**config.mk**
```make
export PLATFORM = sky130hd
export DESIGN_NAME = nibble_serial_compare_ctrl
export DESIGN_NICKNAME = d
export VERILOG_FILES = /design/src/rtl/cmp_pkg.sv /design/src/rtl/nibble_select.sv /design/src/rtl/nibble_serial_compare_ctrl.sv
export SDC_FILE = /design/constraint.sdc
export NUM_CORES = 1
export LEC_CHECK = 0
export BUFFER_PORTS_ARGS = -buffer_cell sky130_fd_sc_hd__buf_2
export CAP_MARGIN = 20
export CORE_MARGIN = 4
export CORE_UTILIZATION = 45
export CTS_CLUSTER_SIZE = 24
export DETAILED_ROUTE_END_ITERATION = 8
export GPL_TIMING_DRIVEN = 0
export PLACE_DENSITY = 0.83
export SLEW_MARGIN = 20
export SYNTH_ARGS = -nofsm -noshare
export SYNTH_HDL_FRONTEND = slang
export SYNTH_SLANG_ARGS = --single-unit
```
**constraint.sdc**
```tcl
create_clock -name CLK -period 1.8 [get_ports CLK]
set_input_delay 0.54 -clock CLK [delete_from_list [all_inputs] [get_ports CLK]]
set_output_delay 0.54 -clock CLK [all_outputs]
set_load 0.005 [all_outputs]
```
**src/rtl/cmp_pkg.sv**
```systemverilog
// Shared definitions for the nibble-serial magnitude compare controller.
package cmp_pkg;

    // Controller states (plain constants for legacy tool compatibility)
    typedef logic [1:0] state_t;
    localparam state_t ST_IDLE   = 2'd0;
    localparam state_t ST_WAIT   = 2'd1;
    localparam state_t ST_SAMPLE = 2'd2;
    localparam state_t ST_FIN    = 2'd3;

    // Comparator flag vector {gt, lt, eq}; only these three values are legal
    localparam logic [2:0] FLAG_GT = 3'b100;
    localparam logic [2:0] FLAG_LT = 3'b010;
    localparam logic [2:0] FLAG_EQ = 3'b001;

    // Number of nibbles in an operand word
    function automatic int unsigned nib_count(input int unsigned word_w);
        return word_w / 4;
    endfunction

    // Width of the nibble index, never less than one bit
    function automatic int unsigned idx_width(input int unsigned nib);
        return (nib > 1) ? $clog2(nib) : 1;
    endfunction

    // True when the comparator flags carry exactly one legal code
    function automatic logic flags_onehot(input logic [2:0] f);
        return (f == FLAG_GT) || (f == FLAG_LT) || (f == FLAG_EQ);
    endfunction

endpackage

```
**src/rtl/nibble_select.sv**
```systemverilog
// Combinational mux returning nibble i_idx of a captured operand word.
module nibble_select #(
    parameter int unsigned WORD_W = 16,
    parameter int unsigned IDX_W  = 2
) (
    input  logic [WORD_W-1:0] i_word,
    input  logic [IDX_W-1:0]  i_idx,
    output logic [3:0]        o_nib
);

    // Nibble idx occupies bits [4*idx+3 : 4*idx]
    always_comb begin
        o_nib = i_word[{i_idx, 2'b00} +: 4];
    end

endmodule

```
**src/rtl/nibble_serial_compare_ctrl.sv**
```systemverilog
// Walks two operands MSB nibble first through an external 4-bit comparator,
// stopping at the first unequal nibble, and reports a registered word result.
module nibble_serial_compare_ctrl
    import cmp_pkg::*;
#(
    parameter int unsigned WORD_W = 16,
    parameter int unsigned SETTLE = 2
) (
    input  logic              CLK,
    input  logic              RST,
    input  logic              start,
    input  logic [WORD_W-1:0] a_word,
    input  logic [WORD_W-1:0] b_word,
    output logic [3:0]        cmp_a,
    output logic [3:0]        cmp_b,
    input  logic              cmp_gt,
    input  logic              cmp_lt,
    input  logic              cmp_eq,
    output logic              busy,
    output logic              done,
    output logic              gt,
    output logic              lt,
    output logic              eq,
    output logic              err
);

    localparam int unsigned NIB   = nib_count(WORD_W);
    localparam int unsigned IDX_W = idx_width(NIB);
    localparam int unsigned CNT_W = (SETTLE > 0) ? $clog2(SETTLE + 1) : 1;

    localparam logic [IDX_W-1:0] IDX_TOP  = IDX_W'(NIB - 1);
    localparam logic [CNT_W-1:0] CNT_LOAD = CNT_W'(SETTLE);
    // With no settle time a freshly driven nibble is sampled on the next edge
    localparam state_t LOAD_STATE = (SETTLE == 0) ? ST_SAMPLE : ST_WAIT;

    state_t            r_state;
    logic [CNT_W-1:0]  r_cnt;
    logic [IDX_W-1:0]  r_idx;
    logic [WORD_W-1:0] r_a;
    logic [WORD_W-1:0] r_b;
    logic              r_busy;
    logic              r_done;
    logic              r_gt;
    logic              r_lt;
    logic              r_eq;
    logic              r_err;

    logic [2:0]        w_flags;
    logic              w_onehot;
    logic [3:0]        w_nib_a;
    logic [3:0]        w_nib_b;

    assign w_flags  = {cmp_gt, cmp_lt, cmp_eq};
    assign w_onehot = flags_onehot(w_flags);

    nibble_select #(
        .WORD_W (WORD_W),
        .IDX_W  (IDX_W)
    ) u_sel_a (
        .i_word (r_a),
        .i_idx  (r_idx),
        .o_nib  (w_nib_a)
    );

    nibble_select #(
        .WORD_W (WORD_W),
        .IDX_W  (IDX_W)
    ) u_sel_b (
        .i_word (r_b),
        .i_idx  (r_idx),
        .o_nib  (w_nib_b)
    );

    // Controller FSM, operand capture and registered result
    always_ff @(posedge CLK) begin
        if (RST) begin
            r_state <= ST_IDLE;
            r_cnt   <= '0;
            r_idx   <= '0;
            r_a     <= '0;
            r_b     <= '0;
            r_busy  <= 1'b0;
            r_done  <= 1'b0;
            r_gt    <= 1'b0;
            r_lt    <= 1'b0;
            r_eq    <= 1'b0;
            r_err   <= 1'b0;
        end else begin
            r_done <= 1'b0;
            case (r_state)
                // FIN behaves like IDLE so a start in the done cycle is taken
                ST_IDLE, ST_FIN: begin
                    r_state <= ST_IDLE;
                    if (start) begin
                        r_a     <= a_word;
                        r_b     <= b_word;
                        r_idx   <= IDX_TOP;
                        r_cnt   <= CNT_LOAD;
                        r_gt    <= 1'b0;
                        r_lt    <= 1'b0;
                        r_eq    <= 1'b0;
                        r_err   <= 1'b0;
                        r_busy  <= 1'b1;
                        r_state <= LOAD_STATE;
                    end
                end
                ST_WAIT: begin
                    r_cnt <= r_cnt - 1'b1;
                    if (r_cnt == CNT_W'(1)) begin
                        r_state <= ST_SAMPLE;
                    end
                end
                ST_SAMPLE: begin
                    if (!w_onehot || cmp_gt || cmp_lt || (r_idx == '0)) begin
                        r_err   <= !w_onehot;
                        r_gt    <= w_onehot && cmp_gt;
                        r_lt    <= w_onehot && cmp_lt;
                        r_eq    <= w_onehot && cmp_eq;
                        r_busy  <= 1'b0;
                        r_done  <= 1'b1;
                        r_state <= ST_FIN;
                    end else begin
                        r_idx   <= r_idx - 1'b1;
                        r_cnt   <= CNT_LOAD;
                        r_state <= LOAD_STATE;
                    end
                end
                default: r_state <= ST_IDLE;
            endcase
        end
    end

    assign cmp_a = w_nib_a;
    assign cmp_b = w_nib_b;
    assign busy  = r_busy;
    assign done  = r_done;
    assign gt    = r_gt;
    assign lt    = r_lt;
    assign eq    = r_eq;
    assign err   = r_err;

endmodule
```
==> metrics.txt <==
# TYPE chip_impl_metric gauge
chip_impl_metric{name="max-vdd-ir-drop",unit="V"} 0.000685
chip_impl_metric{name="top_level_ports",unit=""} 52
chip_impl_info{name="dominant_combinational_cell_family_by_area_after_synthesis",value="simple AND/OR/NAND/NOR gates"} 1
chip_impl_info{name="end_kind",value="output pin"} 1
chip_impl_metric{name="syn_avg_cell_area",unit="sq um"} 8.82
chip_impl_metric{name="antennaDiodeCount",unit=""} 0
chip_impl_metric{name="yosys_warnings",unit=""} 0
chip_impl_metric{name="seq_area_frac_synth",unit=""} 0.460
chip_impl_info{name="reg2reg_to",value="r_cnt[1]$_SDFFE_PP0P_"} 1
chip_impl_metric{name="critPathArrivalTime",unit="ps"} 1450
chip_impl_info{name="cts_tree",value="built"} 1
chip_impl_metric{name="data_required_time_of_the_critical_path",unit="ps"} 1260
chip_impl_metric{name="clock_skew",unit="ps"} 7.44
chip_impl_metric{name="synth_area",unit="sq mm"} 0.00191
chip_impl_metric{name="timing.slew.headroom",unit=""} 0.700
chip_impl_metric{name="first_global_vias",unit=""} 1687
chip_impl_metric{name="detail_route.first_pass.iterations",unit=""} 4
chip_impl_info{name="hold-path-endpoint",value="r_a[10]$_SDFFE_PP0P_"} 1
chip_impl_metric{name="synth_xor_xnor_area_share",unit=""} 0.00458
chip_impl_metric{name="fp.dieH",unit="um"} 73.2
chip_impl_metric{name="reg2reg_setup_slack",unit="ps"} -130
chip_impl_metric{name="synthSimpleGateAreaFrac",unit=""} 0.205
chip_impl_metric{name="final_critical_path_setup_slack",unit="ps"} -195
chip_impl_metric{name="maxClockFrequency",unit="MHz"} 501
chip_impl_metric{name="nNetsFinal",unit=""} 317
chip_impl_metric{name="numClockSinks",unit=""} 44
chip_impl_metric{name="route.final.wire_length",unit="mm"} 4.57
chip_impl_metric{name="area_growth",unit="%"} 26.5
chip_impl_metric{name="p_per_area",unit="mW/mm^2"} 892
chip_impl_metric{name="period_share",unit=""} 1.11
chip_impl_metric{name="grt_pass1_wl",unit="mm"} 7.62
chip_impl_metric{name="start_util",unit=""} 0.472
chip_impl_metric{name="sequentialPowerShare",unit=""} 0.495
chip_impl_metric{name="antenna_violations_before_repair",unit=""} 0
chip_impl_metric{name="drc",unit=""} 0
chip_impl_info{name="status",value="finished with violations"} 1
chip_impl_metric{name="total_leakage_power",unit="nW"} 1.03
chip_impl_metric{name="synthArstFlopShare",unit=""} 0
chip_impl_metric{name="synth_compound_gate_area_share",unit=""} 0.139
chip_impl_metric{name="setup_violations",unit=""} 9
chip_impl_metric{name="intPower",unit="mW"} 1.62
chip_impl_info{name="critical_path.startpoint_type",value="flip-flop"} 1
chip_impl_info{name="min_from",value="r_a[10]$_SDFFE_PP0P_"} 1
chip_impl_info{name="min_path_type",value="flip-flop to flip-flop"} 1
chip_impl_metric{name="number_of_distinct_library_cells_after_synthesis",unit=""} 35
chip_impl_metric{name="synth_enable_flop_cells",unit=""} 0
chip_impl_metric{name="synth_mux_area_frac",unit=""} 0.122
chip_impl_metric{name="grt_max_degree",unit=""} 14
chip_impl_info{name="regToRegStartpoint",value="r_idx[0]$_SDFFE_PP0P_"} 1
chip_impl_metric{name="numCtsBuffers",unit=""} 5
chip_impl_metric{name="power.share.clock",unit=""} 0.344
chip_impl_metric{name="max-clock-path-buffers",unit=""} 2
chip_impl_metric{name="gp_congestion",unit=""} 0.795
chip_impl_info{name="rsz_0062_raised_after_global_routing",value="yes"} 1
chip_impl_metric{name="aggregate_negative_setup_slack",unit="ps"} -1430
chip_impl_metric{name="buffer_ports.inserted",unit=""} 50
chip_impl_metric{name="synth.net_count",unit=""} 259
chip_impl_metric{name="finish.utilization",unit=""} 0.597
chip_impl_metric{name="worst_hold_path.num_cells",unit=""} 2
chip_impl_metric{name="cap_viol_max_count",unit=""} 0
chip_impl_metric{name="vias",unit=""} 1754
chip_impl_metric{name="worst_slew_pin_slew",unit="ps"} 451
chip_impl_metric{name="hpwlAfterDp",unit="mm"} 3.20
chip_impl_info{name="violations",value="setup timing"} 1
chip_impl_info{name="cts_root_buffer",value="clkbuf_8"} 1
chip_impl_metric{name="finalHoldWorstSlack",unit="ps"} 458
chip_impl_metric{name="number_of_hold_violations_in_the_final_report",unit=""} 0
chip_impl_info{name="layout_common_cells",value="nand2_1, buf_2, dfxtp_1"} 1
chip_impl_metric{name="drt-initial-drc-count",unit=""} 96
chip_impl_metric{name="core_area",unit="sq mm"} 0.00406
chip_impl_metric{name="htreeDepth",unit=""} 2
chip_impl_metric{name="route.antenna.remaining_nets",unit=""} 0
chip_impl_metric{name="placementRows",unit=""} 23
chip_impl_metric{name="fraction_of_power_spent_switching_nets",unit=""} 0.252
chip_impl_metric{name="die-area",unit="sq mm"} 0.00536
chip_impl_metric{name="dieWidth",unit="um"} 73.2
chip_impl_metric{name="layout_min_cycle_time",unit="ps"} 1990
chip_impl_info{name="critPathKind",value="flip-flop to output pin"} 1
chip_impl_metric{name="ys_ff_latch",unit=""} 44
chip_impl_info{name="synth-main-ff-cell",value="dfxtp_1"} 1
chip_impl_metric{name="layout-drive-gt1-share",unit=""} 0.337
chip_impl_metric{name="comb_power_share",unit=""} 0.161
chip_impl_metric{name="power_switching",unit="mW"} 0.544
chip_impl_metric{name="grt_usage",unit=""} 0.181
chip_impl_metric{name="critical_path_fanouts_max",unit=""} 5
chip_impl_metric{name="hold_bufs_inserted_after_cts",unit=""} 0
chip_impl_metric{name="drv_slew",unit=""} 0
chip_impl_metric{name="via_per_inst",unit=""} 5.38
chip_impl_metric{name="globalRoute.totalOverflow",unit=""} 0
chip_impl_metric{name="clock_slew_seen_by_the_registers_of_the_worst_setup_and_hold_paths",unit="ps"} 80
chip_impl_metric{name="synthCells",unit=""} 217
chip_impl_metric{name="wire_per_inst",unit="um"} 14.0
chip_impl_metric{name="clk_latency",unit="ps"} 300
chip_impl_metric{name="synth_fa_ha_area_frac",unit=""} 0.0261
chip_impl_info{name="layout.cells.most_common",value="nand2_1"} 1
chip_impl_metric{name="reg2reg_depth",unit=""} 6
==> worst max-delay path: stages, from the launching register on <==
cell and delay, ps:
dfxtp_2 360, buf_8 140, mux4_2 520, buf_2 150
==> Yosys cell counts, drive strengths merged (2+ instances only) <==
master	instances	area [sq um]
mux2i	3	30.0
nor2	2	7.51
nor4b	2	17.5
buf	3	12.5
dfxtp	44	881
ha	4	50.1
o21ai	2	10.0
mux2	2	22.5
mux4	8	180
inv	8	30.0
clkbuf	11	41.3
a31o	2	17.5
nand2	68	255
a211oi	2	15.0
a21oi	36	180
and4b	2	22.5
==> logic make-up (layout without fill, tap and decap cells) <==
group                    Yosys count  after routing
AO/OA/AOI/OAI                     47             47
XOR/XNOR                           1              1
adder cells (fa/ha/maj)            4              4
buffers and inverters             22             81
flip-flops                        44             44
multiplexers                      13             13
AND/OR/NAND/NOR                   86             86
==> cell type report <==
| cell class | count | area, sq um |
|---|---|---|
| Fill cell | 341 | 1640 |
| Multi-Input combinational cell | 151 | 991 |
| Sequential cell | 44 | 886 |
| Timing Repair Buffer | 53 | 279 |
| Clock buffer | 6 | 72.6 |
| Buffer | 12 | 63.8 |
| Tap cell | 50 | 62.6 |
| Clock inverter | 2 | 35.0 |
| Inverter | 8 | 32.5 |
==> power groups by stage <==
stage / Sequential, mW / Combinational [mW] / Clock, mW
after global routing: 1.08 / 0.391 / 0.789
after CTS: 1.07 / 0.349 / 0.747
after global placement: 1.08 / 0.322 / 0
after detailed placement: 1.09 / 0.330 / 0
final: 1.07 / 0.349 / 0.743
after floorplan: 1.08 / 0.219 / 0
==> timing repair <==
item,in CTS,in global routing
buffers inserted,2,0
gates cloned,1,0
setup endpoints to repair,41,42
resized for setup,9,13
==> flip-flops by register name, indices dropped and copies added, names as in the netlist <==
register  count
busy          1
done          1
eq            1
err           1
gt            1
lt            1
r_a          16
r_b          16
r_cnt         2
r_idx         2
r_state       2
==> through the flow <==
step                      cell area (sq um)  total power, mW  setup slack, ps  std cells
after floorplan                        1950             1.29             10.2        217
after global placement                 2260             1.40            -64.9        317
after detailed placement               2260             1.42            -84.4        317
after CTS                              2410             2.16             -210        328
after global routing                   2420             2.26             -239        326
final                                  2420             2.16             -195        326
==> worst max path at each step <==
stage / end / cells after the start / slack, ps / start
2_1_floorplan: r_cnt[1]$_SDFFE_PP0P_ / 6 / 10 / r_idx[0]$_SDFFE_PP0P_
3_3_place_gp: r_cnt[1]$_SDFFE_PP0P_ / 6 / -60 / r_idx[0]$_SDFFE_PP0P_
3_5_place_dp: r_cnt[1]$_SDFFE_PP0P_ / 6 / -80 / r_idx[0]$_SDFFE_PP0P_
4_1_cts: cmp_b[2] / 3 / -210 / r_idx[0]$_SDFFE_PP0P_
5_1_grt: cmp_b[2] / 3 / -240 / r_idx[0]$_SDFFE_PP0P_
6_report: cmp_b[2] / 3 / -190 / r_idx[0]$_SDFFE_PP0P_
==> per-layer routing <==
layer	global-route usage	part of all wire	wire, um	vias to the layer above
met5	0	0	0	-
met4	0.0615	0.016	74	0
met3	0.0468	0.060	274	8
met2	0.301	0.50	2300	57
met1	0.228	0.42	1930	826
li1	-	-	-	863
(Power assumes the default switching activity.)
